===== config.mk =====
export PLATFORM = sky130hd
export DESIGN_NAME = pc_sequencer
export DESIGN_NICKNAME = d
export VERILOG_FILES = /design/src/rtl/pc_sequencer_pkg.sv /design/src/rtl/fetch_timeout_counter.sv /design/src/rtl/pc_sequencer.sv
export SDC_FILE = /design/constraint.sdc
export NUM_CORES = 1
export LEC_CHECK = 0
export ABC_AREA = 1
export ABC_CLOCK_PERIOD_IN_PS = 2000
export BUFFER_PORTS_ARGS = -buffer_cell sky130_fd_sc_hd__buf_2
export CELL_PAD_IN_SITES_DETAIL_PLACEMENT = 1
export CELL_PAD_IN_SITES_GLOBAL_PLACEMENT = 2
export CORE_MARGIN = 3
export CORE_UTILIZATION = 28
export CTS_BUF_LIST = sky130_fd_sc_hd__clkbuf_4 sky130_fd_sc_hd__clkbuf_8
export DETAILED_ROUTE_END_ITERATION = 10
export PLACE_DENSITY = 0.87
export SLEW_MARGIN = 20
export SYNTH_ARGS = -nofsm -noshare
export SYNTH_HDL_FRONTEND = slang
export SYNTH_SLANG_ARGS = --single-unit

===== constraint.sdc =====
create_clock -name clk -period 2 [get_ports clk]
set_input_delay 0 -clock clk [delete_from_list [all_inputs] [get_ports clk]]
set_output_delay 0 -clock clk [all_outputs]
set_load 0.1 [all_outputs]

===== src/rtl/pc_sequencer_pkg.sv =====
// rtl/pc_sequencer_pkg.sv - shared opcodes, pc_sel encodings and state enum
package pc_sequencer_pkg;

  localparam logic [5:0] OP_ALU    = 6'h00;
  localparam logic [5:0] OP_BRANCH = 6'h01;
  localparam logic [5:0] OP_JUMP   = 6'h02;
  localparam logic [5:0] OP_JR     = 6'h03;
  localparam logic [5:0] OP_HALT   = 6'h3F;

  localparam logic [1:0] PCSEL_SEQ = 2'd0;
  localparam logic [1:0] PCSEL_JMP = 2'd1;
  localparam logic [1:0] PCSEL_JR  = 2'd2;

  localparam logic [3:0] MAX_BRTYPE = 4'd8;

  typedef enum logic [2:0] {
    ST_FETCH,
    ST_DECODE,
    ST_EXEC,
    ST_UPDATE,
    ST_HALT,
    ST_FAULT
  } state_t;

  function automatic logic is_legal_op(input logic [5:0] op);
    return (op == OP_ALU) || (op == OP_BRANCH) || (op == OP_JUMP) ||
           (op == OP_JR) || (op == OP_HALT);
  endfunction

endpackage


===== src/rtl/fetch_timeout_counter.sv =====
// rtl/fetch_timeout_counter.sv - counts consecutive stalled FETCH cycles
module fetch_timeout_counter #(
  parameter int LIMIT = 16
) (
  input  logic clk,
  input  logic clear,
  input  logic enable,
  output logic expired
);

  localparam int CW = (LIMIT > 1) ? $clog2(LIMIT) : 1;

  logic [CW-1:0] count;

  // expired fires on the LIMIT-th stalled cycle, so the next edge leaves FETCH
  assign expired = enable && (count == CW'(LIMIT - 1));

  always_ff @(posedge clk) begin
    if (clear) begin
      count <= '0;
    end else if (enable && !expired) begin
      count <= count + 1'b1;
    end
  end

endmodule


===== src/rtl/pc_sequencer.sv =====
// rtl/pc_sequencer.sv - multi-cycle fetch/decode/exec/update control sequencer
module pc_sequencer
  import pc_sequencer_pkg::*;
#(
  parameter int TIMEOUT_CYCLES = 16,
  parameter int RETIRE_W       = 32
) (
  input  logic                clk,
  input  logic                reset,
  input  logic                imem_ready,
  input  logic [31:0]         instr,
  output logic                imem_req,
  output logic                ir_en,
  output logic                reg_we,
  output logic                pc_en,
  output logic [1:0]          pc_sel,
  output logic [3:0]          brtype,
  output logic                halted,
  output logic                fault,
  output logic [RETIRE_W-1:0] retired
);

  state_t      state;
  state_t      next_state;
  logic [5:0]  op_q;
  logic [3:0]  bt_q;
  logic        tmo_clear;
  logic        tmo_enable;
  logic        tmo_expired;
  logic        unused_instr_bits;

  assign unused_instr_bits = ^instr[21:0];

  // Held clear outside FETCH, so every entry into FETCH starts from zero
  assign tmo_clear  = reset || (state != ST_FETCH);
  assign tmo_enable = (state == ST_FETCH) && !imem_ready;

  fetch_timeout_counter #(
    .LIMIT(TIMEOUT_CYCLES)
  ) u_timeout (
    .clk    (clk),
    .clear  (tmo_clear),
    .enable (tmo_enable),
    .expired(tmo_expired)
  );

  always_ff @(posedge clk) begin
    if (reset) begin
      state   <= ST_FETCH;
      op_q    <= '0;
      bt_q    <= '0;
      retired <= '0;
    end else begin
      state <= next_state;
      if (state == ST_FETCH && imem_ready) begin
        op_q <= instr[31:26];
        bt_q <= instr[25:22];
      end
      if (state == ST_UPDATE) begin
        retired <= retired + 1'b1;
      end
    end
  end

  always_comb begin
    next_state = state;
    imem_req   = 1'b0;
    ir_en      = 1'b0;
    reg_we     = 1'b0;
    pc_en      = 1'b0;
    pc_sel     = PCSEL_SEQ;
    brtype     = 4'd0;
    case (state)
      ST_FETCH: begin
        imem_req = 1'b1;
        if (imem_ready) begin
          ir_en      = 1'b1;
          next_state = ST_DECODE;
        end else if (tmo_expired) begin
          next_state = ST_FAULT;
        end
      end
      ST_DECODE: begin
        brtype = bt_q;
        if (!is_legal_op(op_q)) begin
          next_state = ST_FAULT;
        end else if (op_q == OP_HALT) begin
          next_state = ST_HALT;
        end else if (op_q == OP_BRANCH && bt_q > MAX_BRTYPE) begin
          next_state = ST_FAULT;
        end else begin
          next_state = ST_EXEC;
        end
      end
      ST_EXEC: begin
        brtype     = bt_q;
        reg_we     = (op_q == OP_ALU);
        next_state = ST_UPDATE;
      end
      ST_UPDATE: begin
        brtype     = bt_q;
        pc_en      = 1'b1;
        next_state = ST_FETCH;
        if (op_q == OP_JUMP) begin
          pc_sel = PCSEL_JMP;
        end else if (op_q == OP_JR) begin
          pc_sel = PCSEL_JR;
        end
      end
      ST_HALT:  next_state = ST_HALT;
      ST_FAULT: next_state = ST_FAULT;
      default:  next_state = ST_FAULT;
    endcase
    // A reset cycle must never leak a side-effecting strobe
    if (reset) begin
      ir_en  = 1'b0;
      reg_we = 1'b0;
      pc_en  = 1'b0;
    end
  end

  assign halted = (state == ST_HALT);
  assign fault  = (state == ST_FAULT);

endmodule


Word level (Yosys, flattened, before mapping). Cells that the tools add are included.

Bits of input ports: 35. Flip-flop bits (word level): 49. Logic and storage cells: 53.

Reduce and logical (&&, ||, !) cells: 16. Equal/unequal tests: 11. Multiplexer cells: 18. $add $sub $neg: 2. Magnitude comparators: 1.

Operator list (count): adder 32 x 1 -> 32 bit, second input constant (1); 2-to-1 mux 3 bit (5); case mux 3 bit (5 select lines) (1); == test 6 x 2 -> 1 bit, second input constant (2); 2-to-1 mux 1 bit (8); == test 3 x 2 -> 1 bit, second input constant (2); == test 3 bit, second input constant (2); == test 6 x 1 -> 1 bit, second input constant (1); == test 6 bit, second input constant (1); zero test 6 bit (1); 2-to-1 mux 2 bit (3); logical AND 1 bit (5); logical OR 1 bit (5); adder 4 x 1 -> 4 bit, second input constant (1); == test 4 bit, second input constant (1); > comparator 4 bit, second input constant (1); 2-to-1 mux 4 bit (1); == test 3 x 1 -> 1 bit, second input constant (1); zero test 3 bit (1); != test 3 x 2 -> 1 bit, second input constant (1); nonzero test 3 bit (1); OR reduction 3 bit (1); zero test 1 bit (2).

Depth between registers and ports, before layout.
Word-level depth: 7. Gate-level depth with buffers: 10. Depth with buffers taken out: 10.

Hierarchy. From an unflattened synthesis, not the netlist that was laid out.

Cells, all modules: 369. Area, all modules: 2497.4 sq um.

Modules (own cells, without submodules): pc_sequencer (cells each 339, times used 1, area each 2293.4 sq um); fetch_timeout_counter (cells each 30, times used 1, area each 203.9 sq um).

Worst setup path before layout. Ideal clock, no wire load.

Kind: register -> output. From: register state[2]. To: output port pc_sel[0]. Arrival: 3554 ps. Buffers on the path: 1. Stages on the path, launching flop included: 5. Setup slack: -1554 ps. Path through: dfxtp_1 -> inv_2 -> nand3_4 -> buf_6 -> nor4_1.

Cells in the longest elaborated chain, start to end: 2.

RTL lines: start: declaration (RTL line pc_sequencer.sv:23) `state_t state;`; start signal: assignment (RTL line pc_sequencer.sv:54) `state <= next_state;`; == test 3 x 2 -> 1 bit (RTL line pc_sequencer.sv:73) `case (state)`; 2-to-1 mux 2 bit (RTL line pc_sequencer.sv:73); end: declaration (RTL line pc_sequencer.sv:16) `output logic [1:0] pc_sel,`.

Every way passes these cells.

Final worst setup path. Ends and elaborated chain as after synthesis.

==> impl_metrics.yaml <==
placement:
  port_buffers: 56
  dpl_cell_area_um2: 3110
  place.gp.congestion: 0.768
  dp_hpwl_mm: 6.05
timing:
  slew_headroom_pct: 58.2
  fin_worst_skew_ns: 0.00474
  hold_viol: 1
  setup_viol: 0
  max_freq_mhz: 544
  slew_viol_final: 0
  grt_setup_unrepaired: "no"
  fin_crit_ns: 1.84
  timing.hold.ws_ns: -0.00302
  min_period_over_period_pct: 91.9
  worst_pin_slew_ns: 0.622
critical_path:
  startpoint_type: "register"
  worst_ep_required_time_ns: 2.00
  crit_fanout: 8
  path_class: "register to output port"
  cp-end-kind: "output port"
  arrival_ns: 1.84
grt:
  antenna_found_initial: 0
  grt_start_max_net_pins: 22
  grt_use_total_pct: 15.5
  grt_pass1_vias: 2830
  grt_overflow: 0
  grt_first_pass_wirelength_mm: 13.3
finish:
  finalInstanceArea_um2: 3340
  utilization_pct: 37.5
  final_common_cell: "nand2_1"
  n_antenna_cell: 0
  final_nets: 501
  syn_to_final_growth_pct: 27.2
  drive_gt1_share_pct: 24.1
  mostFrequentLayoutCells: "nand2_1 (75), inv_1 (62), nor2_1 (59), buf_2 (54), dfxtp_1 (35)"
floorplan:
  die_w_um: 103
  io_pins: 79
  die_h_um: 103
  core_um2: 8890
  row_count: 34
  initial_core_util_pct: 29.5
  dieArea_um2: 10600
detailed_routing:
  met2WireLength_mm: 3.87
  wl_met1_mm: 3.59
  ant_nets: 0
  drt_first_pass_iters: 4
  routed_wl_mm: 7.80
  dr.first_iter.drc_count: 54
  vias: 2760
  wl_met3_um: 278
  wl_per_cell_um: 13.6
  top_layer: "met4"
  via_per_inst: 4.82
  drc: 0
yosys:
  synth_top_family_by_area: "simple AND/OR/NAND/NOR gates"
  synth_compound_area_share_pct: 10.9
  synth_xor_area_share_pct: 1.00
  synthDistinctLibCells: 28
  syn-num-nets: 432
  postSynthCellCount: 395
  netlist_area_um2: 2620
  synthAdderAreaFrac_pct: 0.954
  synth_seq_cells: 49
  yosys.area_share.simple_pct: 39.0
  ys.flop_type: "dfxtp_1"
  syn_area_per_cell_um2: 6.64
  synth_mux_area_share_pct: 0
  async_flop_share_pct: 0
  yosysWarnings: 0
  synth_seq_area_share_pct: 37.4
  synth_edf_count: 0
worst_hold_path:
  hp-class: "input pin to register"
cts:
  cts_root_buffer: "clkbuf_8"
  ctsHtreeMaxLevel: 2
  cts_buffer_depth: 2
  cts_num_sinks: 49
  cts.clk_slew.worst_paths_ns: 0.09
  post-cts-setup-buffer-count: 0
  cts_tree: "yes"
  cts_made_buffers: 5
  worstSkewPairLatency_ns: 0.30
run:
  max_cap_violations: 0
status:
  violations: "hold timing"
  status: "complete, but fails checks"
power:
  vdd_drop_max_mv: 0.978
  leakage_nw: 1.45
  powerDensity_nw_per_um2: 965
  total_power_mw: 3.22
==> timing repair <==
item | CTS | global route
resized for setup | 0 | 1
endpoints found under the setup margin | 0 | 1
hold endpoints to repair | 9 | 0
hold buffers | 9 | 0
==> worst max-delay path, cell delays in order, from the launching register on <==
cell	delay, ns
dfxtp_1	0.37
inv_2	0.14
nand3_4	0.16
buf_4	0.23
nor4_2	0.25
clkbuf_4	0.39
==> flip-flops by register name, summed over array words and instances, names as in the netlist <==
register,cells
u_timeout.count,4
retired,32
op_q,6
state,3
bt_q,4
==> per-layer routing <==
layer,vias to the layer above,global-route usage (%)
met2,44,28.6
met3,4,2.44
li1,1397,-
met5,-,0
met4,0,2.79
met1,1315,19.1
==> power by group <==
group | switching, mW | internal (mW) | leakage [nW]
Sequential | 0.0944 | 1.09 | 0.405
Clock | 0.354 | 0.497 | 0.0681
Combinational | 0.915 | 0.268 | 0.975
==> final cells by class <==
cell class,instances,area [um2]
Inverter,64,244
Clock inverter,3,65.1
Timing Repair Buffer,70,425
Multi-Input combinational cell,274,1400
Tap cell,108,135
Clock buffer,5,68.8
Fill cell,1167,5560
Sequential cell,49,998
==> per-stage QoR <==
| stage | setup slack [ns] | setup TNS, ns | std cells |
|---|---|---|---|
| finish | 0.162 | 0 | 573 |
| global route | 0.0303 | 0 | 573 |
| CTS | 0.0357 | 0 | 573 |
| detailed placement | 0.377 | 0 | 556 |
| global placement | 0.428 | 0 | 556 |
| floorplan | -0.415 | -0.666 | 395 |
==> path summary, 6_finish.rpt <==
path                      startpoint                        to  slack, ns  depth (start not counted)
max            state[2]$_SDFFE_PP0P_                 pc_sel[0]       0.16                          5
min                        instr[25]      bt_q[3]$_SDFFE_PP0P_     -0.003                          3
max reg2reg  retired[1]$_SDFFE_PP0P_  retired[22]$_SDFFE_PP0P_       0.37                          9
min reg2reg  retired[5]$_SDFFE_PP0P_   retired[5]$_SDFFE_PP0P_       0.47                          1
==> logic make-up after synthesis <==
group,after synthesis
buffers and inverters,72
adders and majority gates,2
xor gates and xnor gates,3
DFF,49
and+or+nand+nor,213
AOI/OAI and AO/OA,56
==> synth_stat cells (2+ instances only) <==
cell / n / share of area (%)
nand3_4: 2 / 1.3
nor2_2: 3 / 0.72
nand3_2: 3 / 1.1
a21oi_1: 29 / 5.5
nand4_1: 14 / 3.3
nand2_2: 3 / 0.72
o21a_1: 2 / 0.57
dfxtp_1: 49 / 37
nor2_4: 6 / 2.6
nand2_1: 75 / 11
clkbuf_1: 4 / 0.57
ha_1: 2 / 0.95
xor2_1: 2 / 0.67
inv_1: 63 / 9.0
buf_2: 2 / 0.38
or2_2: 3 / 0.72
nor3_1: 11 / 2.1
nor2_1: 60 / 8.6
nand3_1: 28 / 5.3
o21ai_0: 25 / 4.8
nor4_1: 2 / 0.48
Power figures use the tool's default switching activity.
